[config.mk]
export PLATFORM = sky130hd
export DESIGN_NAME = mvm_result_drain
export DESIGN_NICKNAME = d
export VERILOG_FILES = /design/src/rtl/mvm_pkg.sv /design/src/rtl/mvm_result_fifo.sv /design/src/rtl/mvm_result_drain.sv
export SDC_FILE = /design/constraint.sdc
export NUM_CORES = 1
export LEC_CHECK = 0
export CORE_UTILIZATION = 62
export DETAILED_ROUTE_END_ITERATION = 12
export HOLD_SLACK_MARGIN = 0.1
export PLACE_DENSITY = 0.85
export SLEW_MARGIN = 0
export SYNTH_ARGS = -nofsm -noshare
export SYNTH_HDL_FRONTEND = slang
export SYNTH_SLANG_ARGS = --single-unit
[constraint.sdc]
create_clock -name clk -period 3.8 [get_ports clk]
set_input_delay 0.57 -clock clk [delete_from_list [all_inputs] [get_ports clk]]
set_output_delay 0.57 -clock clk [all_outputs]
set_load 0.01 [all_outputs]
[src/rtl/mvm_pkg.sv]
// Shared MVM constants and the result-drain FSM state type.
package mvm_pkg;

    localparam int MVM_K   = 32;
    localparam int MVM_B   = 8;
    localparam int MVM_LAT = 2;

    typedef enum logic [1:0] {
        ST_IDLE    = 2'd0,
        ST_WAIT    = 2'd1,
        ST_CAPTURE = 2'd2,
        ST_DRAIN   = 2'd3
    } drain_state_t;

endpackage

[src/rtl/mvm_result_fifo.sv]
// K-entry result buffer: unconditional write port, first-word-fall-through read.
module mvm_result_fifo #(
    parameter int WIDTH = 16,
    parameter int DEPTH = 32
) (
    input  logic             clk,
    input  logic             reset,
    input  logic             i_wr_en,
    input  logic [WIDTH-1:0] i_wr_data,
    input  logic             i_rd_en,
    output logic             o_rd_valid,
    output logic [WIDTH-1:0] o_rd_data
);

    localparam int PW   = (DEPTH > 1) ? $clog2(DEPTH) : 1;
    localparam int CNTW = $clog2(DEPTH + 1);
    localparam logic [PW-1:0] PTR_LAST = PW'(DEPTH - 1);

    logic [WIDTH-1:0] r_mem [DEPTH];
    logic [PW-1:0]    r_wr_ptr;
    logic [PW-1:0]    r_rd_ptr;
    logic [CNTW-1:0]  r_count;
    logic             w_rd;

    assign o_rd_valid = (r_count != '0);
    assign w_rd       = i_rd_en & o_rd_valid;
    // Gate the head so out_data reads zero while empty, including straight out of reset.
    assign o_rd_data  = o_rd_valid ? r_mem[r_rd_ptr] : '0;

    always_ff @(posedge clk) begin
        if (i_wr_en) begin
            r_mem[r_wr_ptr] <= i_wr_data;
        end
    end

    always_ff @(posedge clk or posedge reset) begin
        if (reset) begin
            r_wr_ptr <= '0;
            r_rd_ptr <= '0;
            r_count  <= '0;
        end else begin
            if (i_wr_en) begin
                r_wr_ptr <= (r_wr_ptr == PTR_LAST) ? '0 : r_wr_ptr + 1'b1;
            end
            if (w_rd) begin
                r_rd_ptr <= (r_rd_ptr == PTR_LAST) ? '0 : r_rd_ptr + 1'b1;
            end
            case ({i_wr_en, w_rd})
                2'b10:   r_count <= r_count + 1'b1;
                2'b01:   r_count <= r_count - 1'b1;
                default: r_count <= r_count;
            endcase
        end
    end

endmodule

[src/rtl/mvm_result_drain.sv]
// Captures K MVM results after a done pulse and streams them out over a valid/ready port.
//   state   | meaning
//   IDLE    | waiting for done
//   WAIT    | counting down the MVM readout latency
//   CAPTURE | writing y_in into the buffer, K consecutive cycles
//   DRAIN   | capture finished, waiting for the last element to be taken
module mvm_result_drain
    import mvm_pkg::*;
#(
    parameter int K   = MVM_K,
    parameter int B   = MVM_B,
    parameter int LAT = MVM_LAT
) (
    input  logic           clk,
    input  logic           reset,
    input  logic           done,
    input  logic [2*B-1:0] y_in,
    output logic           out_valid,
    input  logic           out_ready,
    output logic [2*B-1:0] out_data,
    output logic           out_last,
    output logic           busy,
    output logic           overrun,
    input  logic           clear_err
);

    localparam int CW = (K > 1) ? $clog2(K) : 1;
    localparam logic [CW-1:0] LAST_IDX  = CW'(K - 1);
    localparam logic [2:0]    WAIT_LOAD = 3'(LAT - 1);

    drain_state_t  r_state;
    logic [2:0]    r_wait;
    logic [CW-1:0] r_cap_idx;
    logic [CW-1:0] r_rd_idx;
    logic          r_overrun;
    logic          w_wr;
    logic          w_hs;
    logic          w_hs_last;

    assign w_wr      = (r_state == ST_CAPTURE);
    assign w_hs      = out_valid & out_ready;
    assign w_hs_last = w_hs & out_last;

    assign busy     = (r_state != ST_IDLE);
    assign overrun  = r_overrun;
    assign out_last = out_valid & (r_rd_idx == LAST_IDX);

    mvm_result_fifo #(
        .WIDTH(2*B),
        .DEPTH(K)
    ) u_fifo (
        .clk       (clk),
        .reset     (reset),
        .i_wr_en   (w_wr),
        .i_wr_data (y_in),
        .i_rd_en   (out_ready),
        .o_rd_valid(out_valid),
        .o_rd_data (out_data)
    );

    always_ff @(posedge clk or posedge reset) begin
        if (reset) begin
            r_state   <= ST_IDLE;
            r_wait    <= '0;
            r_cap_idx <= '0;
            r_rd_idx  <= '0;
            r_overrun <= 1'b0;
        end else begin
            case (r_state)
                ST_IDLE: begin
                    if (done) begin
                        r_cap_idx <= '0;
                        if (LAT == 1) begin
                            r_state <= ST_CAPTURE;
                        end else begin
                            r_state <= ST_WAIT;
                            r_wait  <= WAIT_LOAD;
                        end
                    end
                end
                ST_WAIT: begin
                    // Leaving on the decrement to zero puts the first write at done edge + LAT.
                    r_wait <= r_wait - 1'b1;
                    if (r_wait == 3'd1) begin
                        r_state <= ST_CAPTURE;
                    end
                end
                ST_CAPTURE: begin
                    if (r_cap_idx == LAST_IDX) begin
                        r_cap_idx <= '0;
                        r_state   <= ST_DRAIN;
                    end else begin
                        r_cap_idx <= r_cap_idx + 1'b1;
                    end
                end
                ST_DRAIN: begin
                    if (w_hs_last) begin
                        r_state <= ST_IDLE;
                    end
                end
                default: r_state <= ST_IDLE;
            endcase

            if (w_hs) begin
                r_rd_idx <= (r_rd_idx == LAST_IDX) ? '0 : r_rd_idx + 1'b1;
            end

            if (done && (r_state != ST_IDLE)) begin
                r_overrun <= 1'b1;
            end else if (clear_err) begin
                r_overrun <= 1'b0;
            end
        end
    end

endmodule

---- Word-level counts from Yosys, hierarchy flattened ----
Memories as Yosys holds them, arrays and structs flattened.
Cells that the tools add are included.
storage, ports and cells
  register bits ........................... 32
  bits in writable memories ............... 512
  input port bits ......................... 21
  output and inout bits ................... 20
  word-level logic and storage cells ...... 63
  memories ................................ 1
cells by class
  $add $sub $neg .......................... 7
  equality and inequality tests ........... 14
  muxes and demuxes ....................... 19
  bitwise logic cells ..................... 3
  reduce and logical (&&, ||, !) cells .... 11
memory list
  name          words  width  rd ports  clocked after Yosys merged registers in  write ports  line                   RTL
  u_fifo.r_mem  32     16     1         0                                        1            mvm_result_fifo.sv:19  logic [WIDTH-1:0] r_mem [DEPTH];
operators with widths
  kind                                                  number
  2-to-1 mux 5 bit                                      5
  adder 5 x 1 -> 5 bit (second input constant)          4
  equality test 5 bit (second input constant)           4
  2-to-1 mux 16 bit                                     1
  one-hot mux 6 bit (2 select lines)                    1
  one-hot mux 5 bit (2 select lines)                    1
  nonzero test 2 bit                                    5
  2-to-1 mux 2 bit                                      4
  != test 2 bit (second input constant)                 4
  one-hot mux 2 bit (4 select lines)                    1
  adder 6 x 1 -> 6 bit (second input constant)          1
  equality test 2 bit (second input constant)           3
  one-hot mux 3 bit (2 select lines)                    1
  nonzero test 6 bit                                    1
  subtractor 6 x 1 -> 6 bit (second input constant)     1
  equality test 2 x 1 -> 1 bit (second input constant)  2
  2-to-1 mux 1 bit                                      4
  AND reduction 2 bit                                   2
  AND reduction 4 bit                                   1
  AND 1 bit                                             3
  equality test 3 x 1 -> 1 bit (second input constant)  1
  2-to-1 mux 3 bit                                      1
  subtractor 3 x 1 -> 3 bit (second input constant)     1
  zero test 2 bit                                       1
  logical AND 1 bit                                     1

---- Longest topological paths before layout ----
Gate-level depths: netlist of the first run.
  depth in word-level cells ............... 5
  mapped depth ............................ 11

---- By module ----
A second synthesis of the first run with hierarchy kept.
unflattened totals
  cell total of the unflattened synthesis .. 1043
  area total of the unflattened synthesis .. 21799.7 um2
by module, submodules not included
  module            instances  cells an instance  area an instance (um2)  seq. area each (um2)
  mvm_result_fifo   1          954                20853.8                 15775.1
  mvm_result_drain  1          89                 945.9                   400.4

---- Worst setup path before layout of the first run ----
OpenSTA, ideal clock, no wires.
  path type ............................... register to register
  start ................................... register r_state[0]
  end ..................................... memory u_fifo.r_mem[13][0], enable pin
  setup time .............................. 0.409 ns
  arrival time ............................ 2.371 ns
  setup slack ............................. 1.019 ns
  stages on the path, launching flop included .. 6
  path buffers ............................ 1
  clock period less this slack ............ 2.781 ns
  cell sequence ........................... dfrtp_1 > inv_1 > ha_1 > clkbuf_1 > nand2_1 > nor3_1
between the ends
  longest elaborated chain between the ends .. 3
RTL lines
  element                                 line                    RTL
  from (decl)                             mvm_result_drain.sv:31  drain_state_t r_state;
  from (signal assigned)                  mvm_result_drain.sv:63  r_state <= ST_IDLE;
  from (signal assigned)                  mvm_result_drain.sv:74  r_state <= ST_CAPTURE;
  from (signal assigned)                  mvm_result_drain.sv:76  r_state <= ST_WAIT;
  equality test 2 bit                     mvm_result_drain.sv:40  assign w_wr = (r_state == ST_CAPTURE);
  2-to-1 mux 1 bit                        mvm_result_fifo.sv:31   if (i_wr_en) begin
  2-to-1 mux 1 bit (not written as such)  mvm_result_fifo.sv:32   r_mem[r_wr_ptr] <= i_wr_data;
  to (decl)                               mvm_result_fifo.sv:19
Every way passes these cells.

---- Worst setup path in the final report of the first run ----
  start ................................... register u_fifo.r_rd_ptr[0]
  end ..................................... output out_data[2]
between the ends
  longest elaborated chain between the ends .. 2
RTL lines
  element                 line                    RTL
  from (decl)             mvm_result_fifo.sv:21   logic [PW-1:0] r_rd_ptr;
  from (signal assigned)  mvm_result_fifo.sv:46   r_rd_ptr <= (r_rd_ptr == PTR_LAST) ? '0 : r_rd_ptr + 1'b1;
  memory (32 x 16 bit)    --
  2-to-1 mux 16 bit       mvm_result_fifo.sv:28   assign o_rd_data = o_rd_valid ? r_mem[r_rd_ptr] : '0;
  to (decl)               mvm_result_drain.sv:20  output logic [2*B-1:0] out_data,
Every way passes these cells.

==> out/qor_table.md, run 1 <==
| Result | Value |
|:---|:---|
| Clock skew after layout | 0.0321 ns |
| Cell type with the highest occurrence count on the critical path | sky130_fd_sc_hd__buf_4 |
| Total track usage | 30.5% |
| Area used by multi-input combinational logic | 0.00519 mm² |
| Setup repair after global routing missed its margin | yes |
| Clock tree buffer depth | 3 |
| Global placement routability congestion | 0.834 |
| Sequential-to-total area share from yosys stat | 75.1% |
| Routed wire length | 55000 µm |
| Number of top-level pins | 41 |
| Total die area | 0.0355 mm² |
| Kind of end point of the critical path | primary output |
| Number of distinct library cell variants in the gate-level netlist after synthesis | 52 |
| First-pass GRT wire length | 77400 µm |
| Die Height | 188 µm |
| Number of placed instances, taps included | 1599 |
| Number of buffers created by CTS | 51 |
| Net count, final | 1267 |
| Outcome | finished with violations |
| Worst-case headroom to the max-slew limit | 4.84% |
| Number of levels in the clock H-tree | 2 |
| Critical Path Start Type | flop |
| Critical path class | flop to primary output |
| Initial core utilization | 63.6% |
| Via Count | 12131 |
| Count of buffering cells on the critical path with inverters included | 5 |
| Average wire length per cell after detail routing | 32.1 µm |
| ANT nets after route | 0 |
| Critical path data required time | 3.23 ns |
| Detailed-placement wirelength estimate | 29400 µm |
| Global-route congestion overflow total | 0 |
| Post-detailed-route DRC marker count | 0 |
| Number of inserted filler cells in the final layout | 1785 |
| DRC marker count from the first detailed-route iteration | 1747 |
| Total count of max-transition violations in the final report | 0 |
| Commonest register cell after synthesis | sky130_fd_sc_hd__edfxtp_1 |
| Final setup viols | 1 |
| Max Cap Violations | 0 |
| Synth Instances | 1096 |
| Minimum setup slack in the final design | -0.102 ns |
| Final cycle utilization of the critical path | 103% |
| CP cell instances | buf_12, buf_4, buf_4, mux2i_1, o22ai_1, a2111oi_2, buf_4, nor3_1, clkdlybuf4s50_1 |
| Most used cells in the layout excluding fill and tap cells | sky130_fd_sc_hd__edfxtp_1, sky130_fd_sc_hd__mux4_2, sky130_fd_sc_hd__buf_4 |
| Average footprint of a synthesized cell | 19.7 µm² |
| Core region area | 0.0339 mm² |
| Worst-skew pair later-pin latency | 0.57 ns |
| Signal arrival time at the worst endpoint | 3.33 ns |
| Net count after synthesis | 1137 |
| Most common cell after layout, fill and taps aside | sky130_fd_sc_hd__edfxtp_1 |
| Clock net sink count | 544 |
| Largest stage delay, worst path | 0.64 ns |
| Cell class contributing the biggest share of worst-path delay | buffers and inverters |
| Synth warn | 0 |
| Library cell contributing the largest single delay on the critical path | sky130_fd_sc_hd__clkdlybuf4s50_1 |
| Area Overhead vs Synth | 15.9% |
| Share of post-route cells with drive strength above 1 | 24.7% |
| Ys async rst share | 5.88% |
| Clock slew at reported path FFs | 0.06 ns |
| Area of the mapped netlist | 0.0216 mm² |
| Width of the die | 188 µm |
| Final hold viol count | 0 |
| Number of synthesized register bits | 544 |
| Number of detailed-route iterations in the first pass | 6 |
| Largest voltage drop on the vdd net | 0.496 mV |
| Worst Tran Pin Value | 1.42 ns |
| Maximum frequency from static timing analysis | 256 MHz |
| TritonCTS clock tree | yes |
| Count of buffers from port buffering | 40 |
| Final instance count without filler cells | 1716 |
| Maximum fanout count along the critical path | 7 |
| Final worst path period need | 3.90 ns |
| Hold WC Path Type | input port to asynchronous set/reset pin |
| Number of global-route vias before repair | 11812 |
| Violations in the final reports | setup timing |
| Static leakage power | 0.00837 µW |
| Footprint of the flip-flops and latches | 0.0162 mm² |
| Detail-routed via count per cell | 7.07 |
| Cell at the root of the clock tree | sky130_fd_sc_hd__clkbuf_16 |
| Maximum number of pins on one net before global-route repair | 36 |
| Total Power Consumption | 17300 µW |
| Power density normalized to cell area | 694 mW/mm² |
| FP Rows | 67 |
| Number of antenna violations at the first check in global routing | 2 |
| Number of synthesized flops with an enable pin | 512 |
[layer usage]
layer	track usage (%)	vias up	routed length [µm]
met5	0	-	0
met4	12.7	0	2140
met3	5.81	148	6160
met2	50.9	1031	27800
met1	39.9	6163	18900
li1	-	4789	-
[power breakdown]
part,leakage (µW),internal (µW),switching [µW]
Clock,0.000768,2710,2130
Sequential,0.00499,6920,341
Combinational,0.00261,2340,2880
[state kept, by name (all words and copies together), names as in the netlist]
| register | count |
|---|---|
| u_fifo.r_rd_ptr | 5 |
| overrun | 1 |
| r_state | 2 |
| r_rd_idx | 5 |
| u_fifo.r_wr_ptr | 5 |
| r_wait | 3 |
| u_fifo.r_mem | 512 |
| r_cap_idx | 5 |
| u_fifo.r_count | 6 |
[synth_stat cells, drive strengths merged, types with 2 or more instances]
| cell type | instances | share of area, % |
|---|---|---|
| a22o | 32 | 1.3 |
| inv | 15 | 0.26 |
| nand2 | 32 | 0.56 |
| o221ai | 16 | 0.65 |
| a32o | 2 | 0.093 |
| a21oi | 4 | 0.093 |
| ha | 20 | 1.2 |
| or3 | 4 | 0.14 |
| mux2i | 67 | 3.1 |
| xnor2 | 4 | 0.16 |
| mux4 | 96 | 10 |
| nor2b | 5 | 0.15 |
| nor3 | 29 | 0.67 |
| o211ai | 2 | 0.070 |
| a2111oi | 17 | 0.72 |
| dfrtp | 32 | 3.7 |
| nor2 | 37 | 0.64 |
| o22ai | 19 | 0.55 |
| a21o | 2 | 0.070 |
| nand2b | 5 | 0.15 |
| and3 | 5 | 0.15 |
| nor3b | 2 | 0.070 |
| nand3 | 11 | 0.26 |
| clkbuf | 35 | 0.61 |
| a211oi | 15 | 0.52 |
| o21ai | 18 | 0.42 |
| buf | 27 | 0.98 |
| mux2 | 7 | 0.37 |
| xor2 | 3 | 0.12 |
| a31oi | 4 | 0.12 |
| nand3b | 3 | 0.10 |
| edfxtp | 512 | 71 |
| a22oi | 3 | 0.10 |
[final timing paths]
path | startpoint | slack (ns) | end | cells after the start
max in group asynchronous | reset | 2.55 | u_fifo.r_rd_ptr[0] | 3
worst max register to register | u_fifo.r_count[1] | 0.41 | u_fifo.r_count[4] | 9
worst min register to register | r_rd_idx[4] | 0.49 | r_rd_idx[4] | 2
worst max-delay path | u_fifo.r_rd_ptr[0] | -0.10 | out_data[2] | 9
min in group clk | r_rd_idx[4] | 0.49 | r_rd_idx[4] | 2
worst min-delay path | reset | 0.47 | u_fifo.r_rd_ptr[3] | 2
[kinds of logic (layout without fill, tap and decap cells)]
kind of cell             count (synthesis)  in the layout  share of synthesized area [%]
buffers and inverters                   77            248                           1.85
AO/OA/AOI/OAI                          141            141                           5.07
XOR/XNOR                                 7              7                          0.284
multiplexers                           170            170                           13.5
adder cells (fa/ha/maj)                 20             20                           1.16
other                                    0              1                              0
flip-flops                             544            544                           75.1
AND/OR/NAND/NOR                        137            137                           3.08
[timing repair]
| action | 4_1_cts | 5_1_grt |
|---|---|---|
| endpoints found under the setup margin | 16 | 15 |
| cloned | 1 | 2 |
| hold buffers | 0 | 0 |
| resized for setup | 27 | 27 |
| endpoints found under the hold margin | 0 | 0 |
| buffers inserted | 8 | 11 |
[worst reg2reg max path, delay by kind of cell (launching register included)]
kind / cells / cell delay (ns)
simple gates: 2 / 0.79
buf+inv: 1 / 0.25
compound gates: 2 / 0.86
xor+xnor: 2 / 0.34
fa+ha+maj: 2 / 0.59
flops: 1 / 0.48
[through the flow]
stage          hold WS (ns)  util, %  setup TNS, ns  setup WS, ns  instance area [µm²]
3_3_place_gp          0.466     67.7              0         0.155                22900
5_1_grt               0.523     73.8        -0.0535       -0.0535                25000
3_5_place_dp          0.474     67.7              0         0.148                22900
2_1_floorplan         0.452        -              0          1.02                21600
4_1_cts               0.489     73.0              0       0.00237                24700
6_report              0.466     73.8         -0.102        -0.102                25000
[area by class of cell]
type | instances | share of cell area (%)
antenna | 1 | 0.0100
sequential | 544 | 64.8
multi-input combinational | 475 | 20.8
inverter | 15 | 0.225
clock buffer | 63 | 5.37
tap | 448 | 2.24
clock inverter | 31 | 0.926
timing repair buffer | 139 | 5.66
Power figures use the tool's default switching activity.
==> run 2: changes to the inputs <==
- CAP_MARGIN: unset -> 15
==> run 2 against run 1 <==
  * Via count is 0.96% higher
  * Sequential share of layout area is 0.39 points lower
  * Worst hold slack better by 0.00098 ns
  * Clock-buffer cell count stayed put
  * Total power is 0.66% higher
  * Largest cell class unchanged
  * Combinational power is 2% higher
  * Sequential power hardly changed
  * The run still ends with setup timing left
  * Critical path type unchanged
  * Wire length is 3.6% higher
  * Global-route usage stayed put
  * Fmax is 1.9% higher
  * Highest routed layer unchanged
==> out/qor_table.md, run 2 (synthesis results as in run 1) <==
| Result | Value |
|:---|:---|
| Outcome | finished with violations |
| Violations in the final reports | setup timing |
| Max Cap Violations | 0 |
| Number of global-route vias before repair | 11812 |
| Global placement routability congestion | 0.834 |
| First-pass GRT wire length | 77400 µm |
| Total die area | 0.0355 mm² |
| Clock slew at reported path FFs | 0.06 ns |
| Worst Tran Pin Value | 1.31 ns |
| Top Registers | u_fifo.r_mem x512, u_fifo.r_count x6 |
| Via Count | 12247 |
| Die Height | 188 µm |
| Number of levels in the clock H-tree | 2 |
| Largest stage delay, worst path | 0.53 ns |
| ANT nets after route | 0 |
| Critical Path Start Type | flop |
| Worst-skew pair later-pin latency | 0.58 ns |
| Critical path data required time | 3.23 ns |
| Number of placed instances, taps included | 1599 |
| Largest voltage drop on the vdd net | 0.465 mV |
| Maximum frequency from static timing analysis | 261 MHz |
| Net count, final | 1267 |
| Area Overhead vs Synth | 16.6% |
| CP cell instances | buf_12, buf_12, mux4_2, a22o_1, a2111oi_2, nor3_1, clkdlybuf4s50_1 |
| Share of post-route cells with drive strength above 1 | 24.9% |
| Clock tree buffer depth | 3 |
| Routed wire length | 57000 µm |
| Initial core utilization | 63.6% |
| Worst-case headroom to the max-slew limit | 12.7% |
| Final total negative setup slack | -0.0274 ns |
| Setup repair after global routing missed its margin | yes |
| Final instance count without filler cells | 1715 |
| Register name with the most flops | u_fifo.r_mem |
| Global-route congestion overflow total | 0 |
| Number of detailed-route iterations in the first pass | 5 |
| Most common cell after layout, fill and taps aside | sky130_fd_sc_hd__edfxtp_1 |
| Final setup viols | 1 |
| Number of antenna cells inserted | 0 |
| Number of top-level pins | 41 |
| Library cell contributing the largest single delay on the critical path | sky130_fd_sc_hd__mux4_2 |
| Average wire length per cell after detail routing | 33.2 µm |
| Maximum fanout count along the critical path | 17 |
| Final cycle utilization of the critical path | 101% |
| Detailed-placement wirelength estimate | 29400 µm |
| Most used cells in the layout excluding fill and tap cells | sky130_fd_sc_hd__edfxtp_1, sky130_fd_sc_hd__mux4_2, sky130_fd_sc_hd__buf_4 |
| FP Rows | 67 |
| Hold buffers post-CTS | 0 |
| Minimum setup slack in the final design | -0.0274 ns |
| Register-to-Register Setup Slack | 0.36 ns |
| Width of the die | 188 µm |
| Number of buffers created by CTS | 51 |
| Total Power Consumption | 17400 µW |
| Static leakage power | 0.00842 µW |
| Core region area | 0.0339 mm² |
| Total count of max-transition violations in the final report | 0 |
| Number of antenna violations at the first check in global routing | 0 |
| Max FFs per register | 512 |
| Post-detailed-route DRC marker count | 0 |
| Power density normalized to cell area | 694 mW/mm² |
| Detail-routed via count per cell | 7.14 |
| Total track usage | 30.5% |
| Cell at the root of the clock tree | sky130_fd_sc_hd__clkbuf_16 |
| Clock skew after layout | 0.0372 ns |
| DRC marker count from the first detailed-route iteration | 1706 |
| Count of buffers from port buffering | 40 |
| Signal arrival time at the worst endpoint | 3.26 ns |
| TritonCTS clock tree | yes |
| Clock net sink count | 544 |
| Hold WC Path Type | input port to asynchronous set/reset pin |
| Final hold viol count | 0 |
| Final worst path period need | 3.83 ns |
| Cell type with the highest occurrence count on the critical path | sky130_fd_sc_hd__buf_12 |
| Maximum number of pins on one net before global-route repair | 36 |
| Kind of end point of the critical path | primary output |
| Critical path class | flop to primary output |
run 2: cell types whose count changed in the layout (fill, tap and decap cells not counted), moves of 2 or more:
cell / previous run / this run
sky130_fd_sc_hd__a2111oi_4: 1 / 4
sky130_fd_sc_hd__buf_8: 0 / 2
sky130_fd_sc_hd__buf_16: 6 / 9
sky130_fd_sc_hd__buf_4: 83 / 75
sky130_fd_sc_hd__a2111oi_2: 12 / 9
run 2: power breakdown:
part           total [µW]  switching [µW]  internal, µW
clock network        4870            2160          2710
logic                5310            2950          2360
registers            7260             346          6920
run 2: area by class of cell:
type	count	area [µm²]
Clock inverter	31	231
Fill cell	1778	8730
Multi-Input combinational cell	475	5240
Inverter	15	56.3
Tap cell	448	561
Sequential cell	544	16200
Clock buffer	63	1340
Timing Repair Buffer	139	1520
run 2: worst paths after layout:
check	from	end	cells after the start
worst max-delay path	u_fifo.r_rd_ptr[0]	out_data[4]	7
worst min-delay path	reset	u_fifo.r_rd_ptr[1]	2
worst max register to register	u_fifo.r_count[1]	u_fifo.r_count[4]	9
worst min register to register	r_rd_idx[4]	r_rd_idx[4]	2
max in group asynchronous	reset	u_fifo.r_rd_ptr[0]	3
min in group clk	r_rd_idx[4]	r_rd_idx[4]	2
run 2: worst max-delay path, delay by kind of cell, from the launching register on:
kind / cells / cell delay (ns)
AOI/OAI and AO/OA: 2 / 0.74
muxes: 1 / 0.53
DFF: 1 / 0.44
and+or+nand+nor: 1 / 0.14
buffers and inverters: 3 / 0.85
run 2: through the flow:
step / worst slack, ns / hold WS (ns) / cell area (µm²) / util, %
finish: -0.0274 / 0.467 / 25100 / 74.2
global route: -0.0406 / 0.523 / 25100 / 74.2
CTS: 0.00237 / 0.489 / 24700 / 73.0
detailed placement: 0.148 / 0.474 / 22900 / 67.7
global placement: 0.155 / 0.466 / 22900 / 67.7
floorplan: 1.02 / 0.452 / 21600 / -
run 2: repair_timing:
action,CTS,global route
setup endpoints to repair,16,15
gates cloned,1,1
resized for setup,27,32
buffers inserted,8,4
run 2: routing by layer:
| layer | up-vias | share of wire [%] | GRT usage [%] |
|---|---|---|---|
| met1 | 6203 | 33 | 39.9 |
| met5 | - | 0 | 0 |
| met4 | 0 | 4.3 | 12.7 |
| met3 | 166 | 12 | 5.81 |
| li1 | 4792 | - | - |
| met2 | 1086 | 50 | 50.9 |
